File: config.mk
export PLATFORM = sky130hd
export DESIGN_NAME = sdram_frame_arbiter_flat
export DESIGN_NICKNAME = d
export VERILOG_FILES = /design/src/rtl/sdram_frame_arbiter_if.sv /design/src/rtl/sdram_frame_arbiter.sv /design/src/flat_wrapper.sv
export SDC_FILE = /design/constraint.sdc
export NUM_CORES = 1
export LEC_CHECK = 0
export ABC_AREA = 1
export CAP_MARGIN = 10
export CORE_MARGIN = 1
export CORE_UTILIZATION = 25
export DETAILED_ROUTE_END_ITERATION = 8
export PLACE_DENSITY = 0.51
export SLEW_MARGIN = 20
export SYNTH_ARGS = -nofsm -noshare
export SYNTH_HDL_FRONTEND = slang
export SYNTH_SLANG_ARGS = --single-unit
File: constraint.sdc
create_clock -name clk -period 9.35 [get_ports clk]
set_input_delay 1.87 -clock clk [delete_from_list [all_inputs] [get_ports clk]]
set_output_delay 1.87 -clock clk [all_outputs]
set_load 0.02 [all_outputs]
File: src/rtl/sdram_frame_arbiter_if.sv
// Bundle of frame-control, FIFO-level and SDRAM command signals between the
// frame arbiter and its surroundings (pattern generator, VGA read FIFO, SDRAM
// controller command port).
//   master : the arbiter side (drives cmd_*, wr_frame_done, front_sel, busy)
//   slave  : the environment side (drives frame/vsync pulses, FIFO levels,
//            cmd_ready and burst_done)
interface sdram_frame_arbiter_if;
    logic        frame_start_i;
    logic        vsync_i;
    logic [10:0] wr_fifo_cnt;
    logic [10:0] rd_fifo_cnt;
    logic        cmd_valid;
    logic        cmd_ready;
    logic        cmd_write;
    logic [23:0] cmd_addr;
    logic [8:0]  cmd_len;
    logic        burst_done;
    logic        wr_frame_done;
    logic        front_sel;
    logic        busy;

    modport master (
        input  frame_start_i, vsync_i, wr_fifo_cnt, rd_fifo_cnt,
        input  cmd_ready, burst_done,
        output cmd_valid, cmd_write, cmd_addr, cmd_len,
        output wr_frame_done, front_sel, busy
    );

    modport slave (
        output frame_start_i, vsync_i, wr_fifo_cnt, rd_fifo_cnt,
        output cmd_ready, burst_done,
        input  cmd_valid, cmd_write, cmd_addr, cmd_len,
        input  wr_frame_done, front_sel, busy
    );
endinterface

File: src/rtl/sdram_frame_arbiter.sv
// SDRAM burst scheduler for a double-buffered frame store. Arbitrates between
// the frame writer (write FIFO -> SDRAM back buffer) and the display reader
// (SDRAM front buffer -> read FIFO), one burst command outstanding at a time,
// and swaps front/back buffers on the vsync following a completed frame.
// Ports:
//   clk  - system clock
//   rst  - asynchronous reset, active-high
//   bus  - sdram_frame_arbiter_if.master: frame_start_i/vsync_i pulses,
//          wr/rd FIFO fill levels, cmd_valid/ready/write/addr/len command
//          port, burst_done completion pulse, wr_frame_done pulse,
//          front_sel (displayed buffer) and busy status.
module sdram_frame_arbiter #(
    parameter int unsigned FRAME_WORDS  = 786432,
    parameter int unsigned BURST_LEN    = 256,
    parameter int unsigned FIFO_DEPTH   = 1024,
    parameter int unsigned RD_LOW_WATER = 256,
    parameter logic [23:0] FB0_BASE     = 24'h000000,
    parameter logic [23:0] FB1_BASE     = 24'h100000
) (
    input  logic                  clk,
    input  logic                  rst,
    sdram_frame_arbiter_if.master bus
);
    localparam logic [23:0] FW    = 24'(FRAME_WORDS);
    localparam logic [23:0] BL    = 24'(BURST_LEN);
    localparam logic [10:0] LOW_W = 11'(RD_LOW_WATER);
    localparam logic [10:0] BG_W  = 11'(FIFO_DEPTH - BURST_LEN);

    typedef enum logic [1:0] {S_IDLE, S_ARB, S_CMD, S_WAIT} state_t;

    state_t      state, state_nxt;
    logic        wr_active, swap_pend, vsync_pend;
    logic [23:0] wr_ptr, rd_ptr;
    logic        cmd_write_q;
    logic [23:0] cmd_addr_q;
    logic [8:0]  cmd_len_q;
    logic        wr_frame_done_q, front_sel_q;

    logic [23:0] wr_rem, rd_rem, wr_sum, rd_sum;
    logic [8:0]  wr_len, rd_len;
    logic        urgent, wr_req, bg_req, any_req, pick_write;
    logic        burst_end, rd_inflight;

    // Request evaluation and pointer arithmetic
    always_comb begin
        wr_rem     = FW - wr_ptr;
        rd_rem     = FW - rd_ptr;
        wr_len     = (wr_rem < BL) ? wr_rem[8:0] : BL[8:0];
        rd_len     = (rd_rem < BL) ? rd_rem[8:0] : BL[8:0];
        urgent     = bus.rd_fifo_cnt < LOW_W;
        wr_req     = wr_active && (bus.wr_fifo_cnt >= {2'b00, wr_len});
        bg_req     = bus.rd_fifo_cnt <= BG_W;
        any_req    = urgent || wr_req || bg_req;
        pick_write = !urgent && wr_req;
        wr_sum     = wr_ptr + {15'd0, cmd_len_q};
        rd_sum     = rd_ptr + {15'd0, cmd_len_q};
        burst_end  = (state == S_WAIT) && bus.burst_done;
        // A read already chosen in ARB counts as in flight: its address was
        // taken from the old rd_ptr, so a vsync there must also be deferred.
        rd_inflight = ((state == S_ARB) && any_req && !pick_write) ||
                      (((state == S_CMD) || (state == S_WAIT)) && !cmd_write_q);
    end

    // State register
    always_ff @(posedge clk or posedge rst) begin
        if (rst) state <= S_IDLE;
        else     state <= state_nxt;
    end

    // Next-state logic
    always_comb begin
        state_nxt = state;
        case (state)
            S_IDLE:  if (any_req) state_nxt = S_ARB;
            S_ARB:   state_nxt = any_req ? S_CMD : S_IDLE;
            S_CMD:   if (bus.cmd_ready) state_nxt = S_WAIT;
            S_WAIT:  if (bus.burst_done) state_nxt = S_IDLE;
            default: state_nxt = S_IDLE;
        endcase
    end

    // Output logic
    always_comb begin
        bus.cmd_valid     = (state == S_CMD);
        bus.busy          = (state != S_IDLE);
        bus.cmd_write     = cmd_write_q;
        bus.cmd_addr      = cmd_addr_q;
        bus.cmd_len       = cmd_len_q;
        bus.wr_frame_done = wr_frame_done_q;
        bus.front_sel     = front_sel_q;
    end

    // Command registers, pointers and buffer-swap bookkeeping
    always_ff @(posedge clk or posedge rst) begin
        if (rst) begin
            cmd_write_q     <= 1'b0;
            cmd_addr_q      <= '0;
            cmd_len_q       <= '0;
            wr_frame_done_q <= 1'b0;
            front_sel_q     <= 1'b0;
            wr_active       <= 1'b0;
            swap_pend       <= 1'b0;
            vsync_pend      <= 1'b0;
            wr_ptr          <= '0;
            rd_ptr          <= '0;
        end else begin
            wr_frame_done_q <= 1'b0;

            if ((state == S_ARB) && any_req) begin
                cmd_write_q <= pick_write;
                if (pick_write) begin
                    cmd_addr_q <= (front_sel_q ? FB0_BASE : FB1_BASE) + wr_ptr;
                    cmd_len_q  <= wr_len;
                end else begin
                    cmd_addr_q <= (front_sel_q ? FB1_BASE : FB0_BASE) + rd_ptr;
                    cmd_len_q  <= rd_len;
                end
            end

            if (bus.frame_start_i && !wr_active && !swap_pend) begin
                wr_active <= 1'b1;
                wr_ptr    <= '0;
            end

            // Final write burst: a coincident vsync swaps at once instead of
            // leaving the swap pending for the next frame boundary.
            if (burst_end && cmd_write_q) begin
                wr_ptr <= wr_sum;
                if (wr_sum == FW) begin
                    wr_frame_done_q <= 1'b1;
                    wr_active       <= 1'b0;
                    if (bus.vsync_i) front_sel_q <= ~front_sel_q;
                    else             swap_pend   <= 1'b1;
                end
            end

            if (burst_end && !cmd_write_q) begin
                vsync_pend <= 1'b0;
                if (bus.vsync_i || vsync_pend) begin
                    rd_ptr <= '0;
                    if (swap_pend) begin
                        front_sel_q <= ~front_sel_q;
                        swap_pend   <= 1'b0;
                    end
                end else begin
                    rd_ptr <= (rd_sum == FW) ? '0 : rd_sum;
                end
            end else if (bus.vsync_i) begin
                if (rd_inflight) begin
                    vsync_pend <= 1'b1;
                end else begin
                    rd_ptr <= '0;
                    if (swap_pend) begin
                        front_sel_q <= ~front_sel_q;
                        swap_pend   <= 1'b0;
                    end
                end
            end
        end
    end
endmodule

File: src/flat_wrapper.sv
// flat-port wrapper written by rule: the top's interface ports become plain ports
module sdram_frame_arbiter_flat 
#(
    parameter int unsigned FRAME_WORDS  = 786432,
    parameter int unsigned BURST_LEN    = 256,
    parameter int unsigned FIFO_DEPTH   = 1024,
    parameter int unsigned RD_LOW_WATER = 256,
    parameter logic [23:0] FB0_BASE     = 24'h000000,
    parameter logic [23:0] FB1_BASE     = 24'h100000
)
  (clk, rst, bus_frame_start_i, bus_vsync_i, bus_wr_fifo_cnt, bus_rd_fifo_cnt, bus_cmd_ready, bus_burst_done, bus_cmd_valid, bus_cmd_write, bus_cmd_addr, bus_cmd_len, bus_wr_frame_done, bus_front_sel, bus_busy);
  sdram_frame_arbiter_if bus_i ();
  input  logic clk;
  input  logic rst;
  input wire logic [$bits(bus_i.frame_start_i)-1:0] bus_frame_start_i;
  input wire logic [$bits(bus_i.vsync_i)-1:0] bus_vsync_i;
  input wire logic [$bits(bus_i.wr_fifo_cnt)-1:0] bus_wr_fifo_cnt;
  input wire logic [$bits(bus_i.rd_fifo_cnt)-1:0] bus_rd_fifo_cnt;
  input wire logic [$bits(bus_i.cmd_ready)-1:0] bus_cmd_ready;
  input wire logic [$bits(bus_i.burst_done)-1:0] bus_burst_done;
  output wire logic [$bits(bus_i.cmd_valid)-1:0] bus_cmd_valid;
  output wire logic [$bits(bus_i.cmd_write)-1:0] bus_cmd_write;
  output wire logic [$bits(bus_i.cmd_addr)-1:0] bus_cmd_addr;
  output wire logic [$bits(bus_i.cmd_len)-1:0] bus_cmd_len;
  output wire logic [$bits(bus_i.wr_frame_done)-1:0] bus_wr_frame_done;
  output wire logic [$bits(bus_i.front_sel)-1:0] bus_front_sel;
  output wire logic [$bits(bus_i.busy)-1:0] bus_busy;
  assign bus_i.frame_start_i = bus_frame_start_i;
  assign bus_i.vsync_i = bus_vsync_i;
  assign bus_i.wr_fifo_cnt = bus_wr_fifo_cnt;
  assign bus_i.rd_fifo_cnt = bus_rd_fifo_cnt;
  assign bus_i.cmd_ready = bus_cmd_ready;
  assign bus_i.burst_done = bus_burst_done;
  assign bus_cmd_valid = bus_i.cmd_valid;
  assign bus_cmd_write = bus_i.cmd_write;
  assign bus_cmd_addr = bus_i.cmd_addr;
  assign bus_cmd_len = bus_i.cmd_len;
  assign bus_wr_frame_done = bus_i.wr_frame_done;
  assign bus_front_sel = bus_i.front_sel;
  assign bus_busy = bus_i.busy;
  sdram_frame_arbiter #(.FRAME_WORDS(FRAME_WORDS), .BURST_LEN(BURST_LEN), .FIFO_DEPTH(FIFO_DEPTH), .RD_LOW_WATER(RD_LOW_WATER), .FB0_BASE(FB0_BASE), .FB1_BASE(FB1_BASE)) u_core (.clk(clk), .rst(rst), .bus(bus_i));
endmodule
==> flow_metrics.py <==
metrics = {
    "synthesis": {
        "ys_types": 50,
        "syn_nets": 1225,
        "synth-main-ff-cell": "dfrtp_1",
        "yosysTopAreaCell": "dfrtp_1",
        "yosysSeqAreaShare": 0.285,
        "synth_cells": 1162,
        "synth.avg_cell_area_sq_um": 6.73,
        "async_reset_ff_frac": 1.00,
        "synth_seq_cells": 89,
        "ys.warnings.count": 0,
        "synth_top_area_share": 0.285,
        "synth_edf_count": 0,
        "yosys-top-cells-area": "dfrtp_1 (28%), nand2_1 (16%), nand3_1 (7.1%), inv_1 (6.2%), ha_1 (5.3%)",
        "synth_area_sq_um": 7820,
    },
    "layout": {
        "regArea_sq_um": 2230,
        "area_growth_pct": 17.8,
        "n_antenna_cell": 0,
        "multiInputGateArea_sq_um": 4890,
        "fill_cells": 3389,
        "final_cell_mix": "nand2_1 (338), inv_1 (129), nand3_1 (111), nor2_1 (94), dfrtp_1 (89)",
        "final_net_count": 1282,
        "final_cells": 1620,
        "post-route-util": 0.300,
        "mostFrequentLayoutCell": "nand2_1",
        "drive_gt1_frac": 0.0817,
    },
    "sta": {
        "finalSetupViolCount": 0,
        "worst_pin_slew_ns": 0.885,
        "fin_skew_ns": 0.0105,
        "whs_ns": 0.504,
        "finalCriticalPeriod_ns": 4.75,
        "final_max_slew_viol_count": 0,
        "rsz0062_at_grt": "no",
        "max_slew_margin": 0.410,
        "fin_setup_tns_ns": 0,
        "min_period_over_period": 0.508,
        "hold_viol_final": 0,
        "fmax_mhz": 211,
    },
    "clocking": {
        "clk_latency_ns": 0.36,
        "cts_resized": 0,
        "path_clk_slew_ns": 0.07,
        "cts_tree": "built",
        "cts_hold_buf": 0,
        "cts_buffers": 9,
        "cts_root_buf": "clkbuf_16",
        "clockBufferDepth": 2,
        "h-tree-depth": 3,
        "cts.sinks": 89,
        "post_cts_buffers": 0,
    },
    "power_and_ir_drop": {
        "vdd_drop_max_mv": 0.0996,
        "p_seq_frac": 0.275,
        "p_sw_frac": 0.497,
        "intPower_uw": 1200,
        "power_frac_comb": 0.549,
        "finalPower_uw": 2380,
        "clkPwrFrac": 0.176,
        "p_per_area_nw_per_um2": 258,
        "power.leakage_uw": 0.00450,
        "p_switching_uw": 1180,
    },
    "worst_setup_path": {
        "reg2reg_to": "u_core.rd_ptr[0]",
        "cpMaxStageDelayCell": "dfrtp_1",
        "reg2reg_setup_slack_ns": 4.60,
        "r2r_cells": 24,
        "cp.required_ns": 9.56,
        "start_kind": "flop",
        "r2r_start": "u_core.wr_ptr[1]",
        "path_cells": "inv_1, ha_1, nand3_2, inv_2, nand2_1, nor2_2, nand2_1, xor2_1, nor2_2, nand3_2, nor2_4, and3_1, nand2_1, ha_1, nand2_1, o21ai_0, nand3_1, nand4_1, nand3_1, nand3_1, buf_4, a31oi_2, inv_2, o22ai_1",
        "critPathArrivalTime_ns": 4.96,
        "worst-setup-path-type": "flop to flop",
        "setup.worst_path.start": "u_core.wr_ptr[1]",
        "cpPeakStageDelay_ns": 0.41,
        "critPathCapture": "u_core.rd_ptr[0]",
        "crit_path_frequent_cell": "nand2_1",
        "crit_path_end_kind": "flop",
        "crit_fanout": 25,
    },
    "hold_path": {
        "hp-class": "flop to flop",
    },
    "routing": {
        "detail_route.wl_per_cell_um": 16.8,
        "drt_wl_total_mm": 27.3,
        "dr.pass1.iters": 6,
        "vias": 8031,
        "vias_per_cell": 4.96,
        "drt_iter0_markers": 701,
        "ant_nets": 0,
        "drc": 0,
    },
    "floorplanning": {
        "start_util": 0.255,
        "die_x_um": 179,
        "core_area_sq_um": 30700,
        "ios": 66,
        "dieArea_sq_um": 32000,
        "die_h_um": 179,
        "num_rows": 64,
    },
    "job": {
        "maxCapViolations": 0,
    },
    "place": {
        "hpwl_mm": 21.9,
        "portBuffers": 65,
        "post-place-cells": 1604,
        "place.gp.congestion": 0.943,
    },
    "grt": {
        "grt_usage": 0.177,
        "grt_pass1_wl_mm": 43.1,
        "gr-total-overflow": 0,
        "grt_max_degree": 67,
        "antenna_found_initial": 0,
        "grt_pass1_vias": 7741,
    },
    "run_status": {
        "status": "complete, no violations",
    },
}
==> metal layers <==
layer  vias up  part of all wire  GRT usage  wire length [um]
met3        28             0.044     0.0208              1190
met1      3840              0.46      0.240             12600
met5         -                 0          0                 0
met4         0             0.017     0.0434               468
li1       3986                 -          -                 -
met2       177              0.48      0.295             13000
==> worst min-delay path by stage <==
stage	start	to	cells after the start
floorplan	u_core.vsync_pend	u_core.vsync_pend	2
detailed placement	u_core.bus.cmd_addr[4]	u_core.bus.cmd_addr[4]	2
CTS	u_core.bus.cmd_addr[4]	u_core.bus.cmd_addr[4]	2
global placement	u_core.bus.cmd_addr[4]	u_core.bus.cmd_addr[4]	2
global route	u_core.bus.cmd_addr[7]	u_core.bus.cmd_addr[7]	2
finish	u_core.bus.cmd_addr[4]	u_core.bus.cmd_addr[4]	2
==> cell families (layout without fill, tap and decap cells) <==
group	after synthesis	in the layout	share of synthesized area
simple gates	671	671	0.396
buf+inv	178	240	0.0896
compound gates	144	144	0.118
flops	89	89	0.285
xor+xnor	45	45	0.0538
fa+ha+maj	35	35	0.0579
==> power groups by stage <==
stage / combinational, uW / clock (uW) / sequential, uW
6_report: 1310 / 417 / 654
3_5_place_dp: 1300 / 0 / 662
3_3_place_gp: 1300 / 0 / 663
5_1_grt: 1450 / 437 / 670
2_1_floorplan: 885 / 0 / 640
4_1_cts: 1310 / 422 / 656
==> stage by stage <==
stage                     worst slack [ns]  cell area (sq um)
after floorplan                       5.17               7820
after global placement                4.62               8880
after detailed placement              4.52               8880
after CTS                             4.57               9210
after global routing                  4.24               9210
final                                 4.60               9210
==> cells in the mapped netlist (10+ instances only) <==
library cell and number:
a21oi_1 23, nand4_1 47, buf_2 11, xor2_1 34
o22ai_1 34, nand2_1 339, nor2_2 19, dfrtp_1 89
o21ai_0 29, inv_1 130, nor2_1 94, nand2_2 10
o221ai_1 21, nor3_1 12, o21ai_1 13, nand3_1 111
inv_2 22, ha_1 33
==> cell type report <==
type,instances,share of cell area
inverter,155,0.0634
tap,396,0.0538
clock inverter,5,0.00842
clock buffer,11,0.0274
timing repair buffer,69,0.0739
multi-input combinational,895,0.531
sequential,89,0.242
==> worst max-delay path, delay by kind of cell (launching register included) <==
family | cells | cell delay [ns]
AND/OR/NAND/NOR | 14 | 1.91
buffers and inverters | 4 | 0.96
adder cells (fa/ha/maj) | 2 | 0.59
AO/OA/AOI/OAI | 3 | 0.55
flip-flops | 1 | 0.41
XOR/XNOR | 1 | 0.16
==> registers in the layout, summed over array words and instances, names as in the netlist, named ones only <==
name	count
u_core.wr_ptr	24
u_core.vsync_pend	1
u_core.bus.cmd_addr	24
u_core.bus.front_sel	1
u_core.swap_pend	1
u_core.state	1
u_core.bus.cmd_len	9
u_core.bus.wr_frame_done	1
u_core.rd_ptr	24
u_core.wr_active	1
u_core.bus.cmd_write	1
Power figures use the tool's default switching activity.
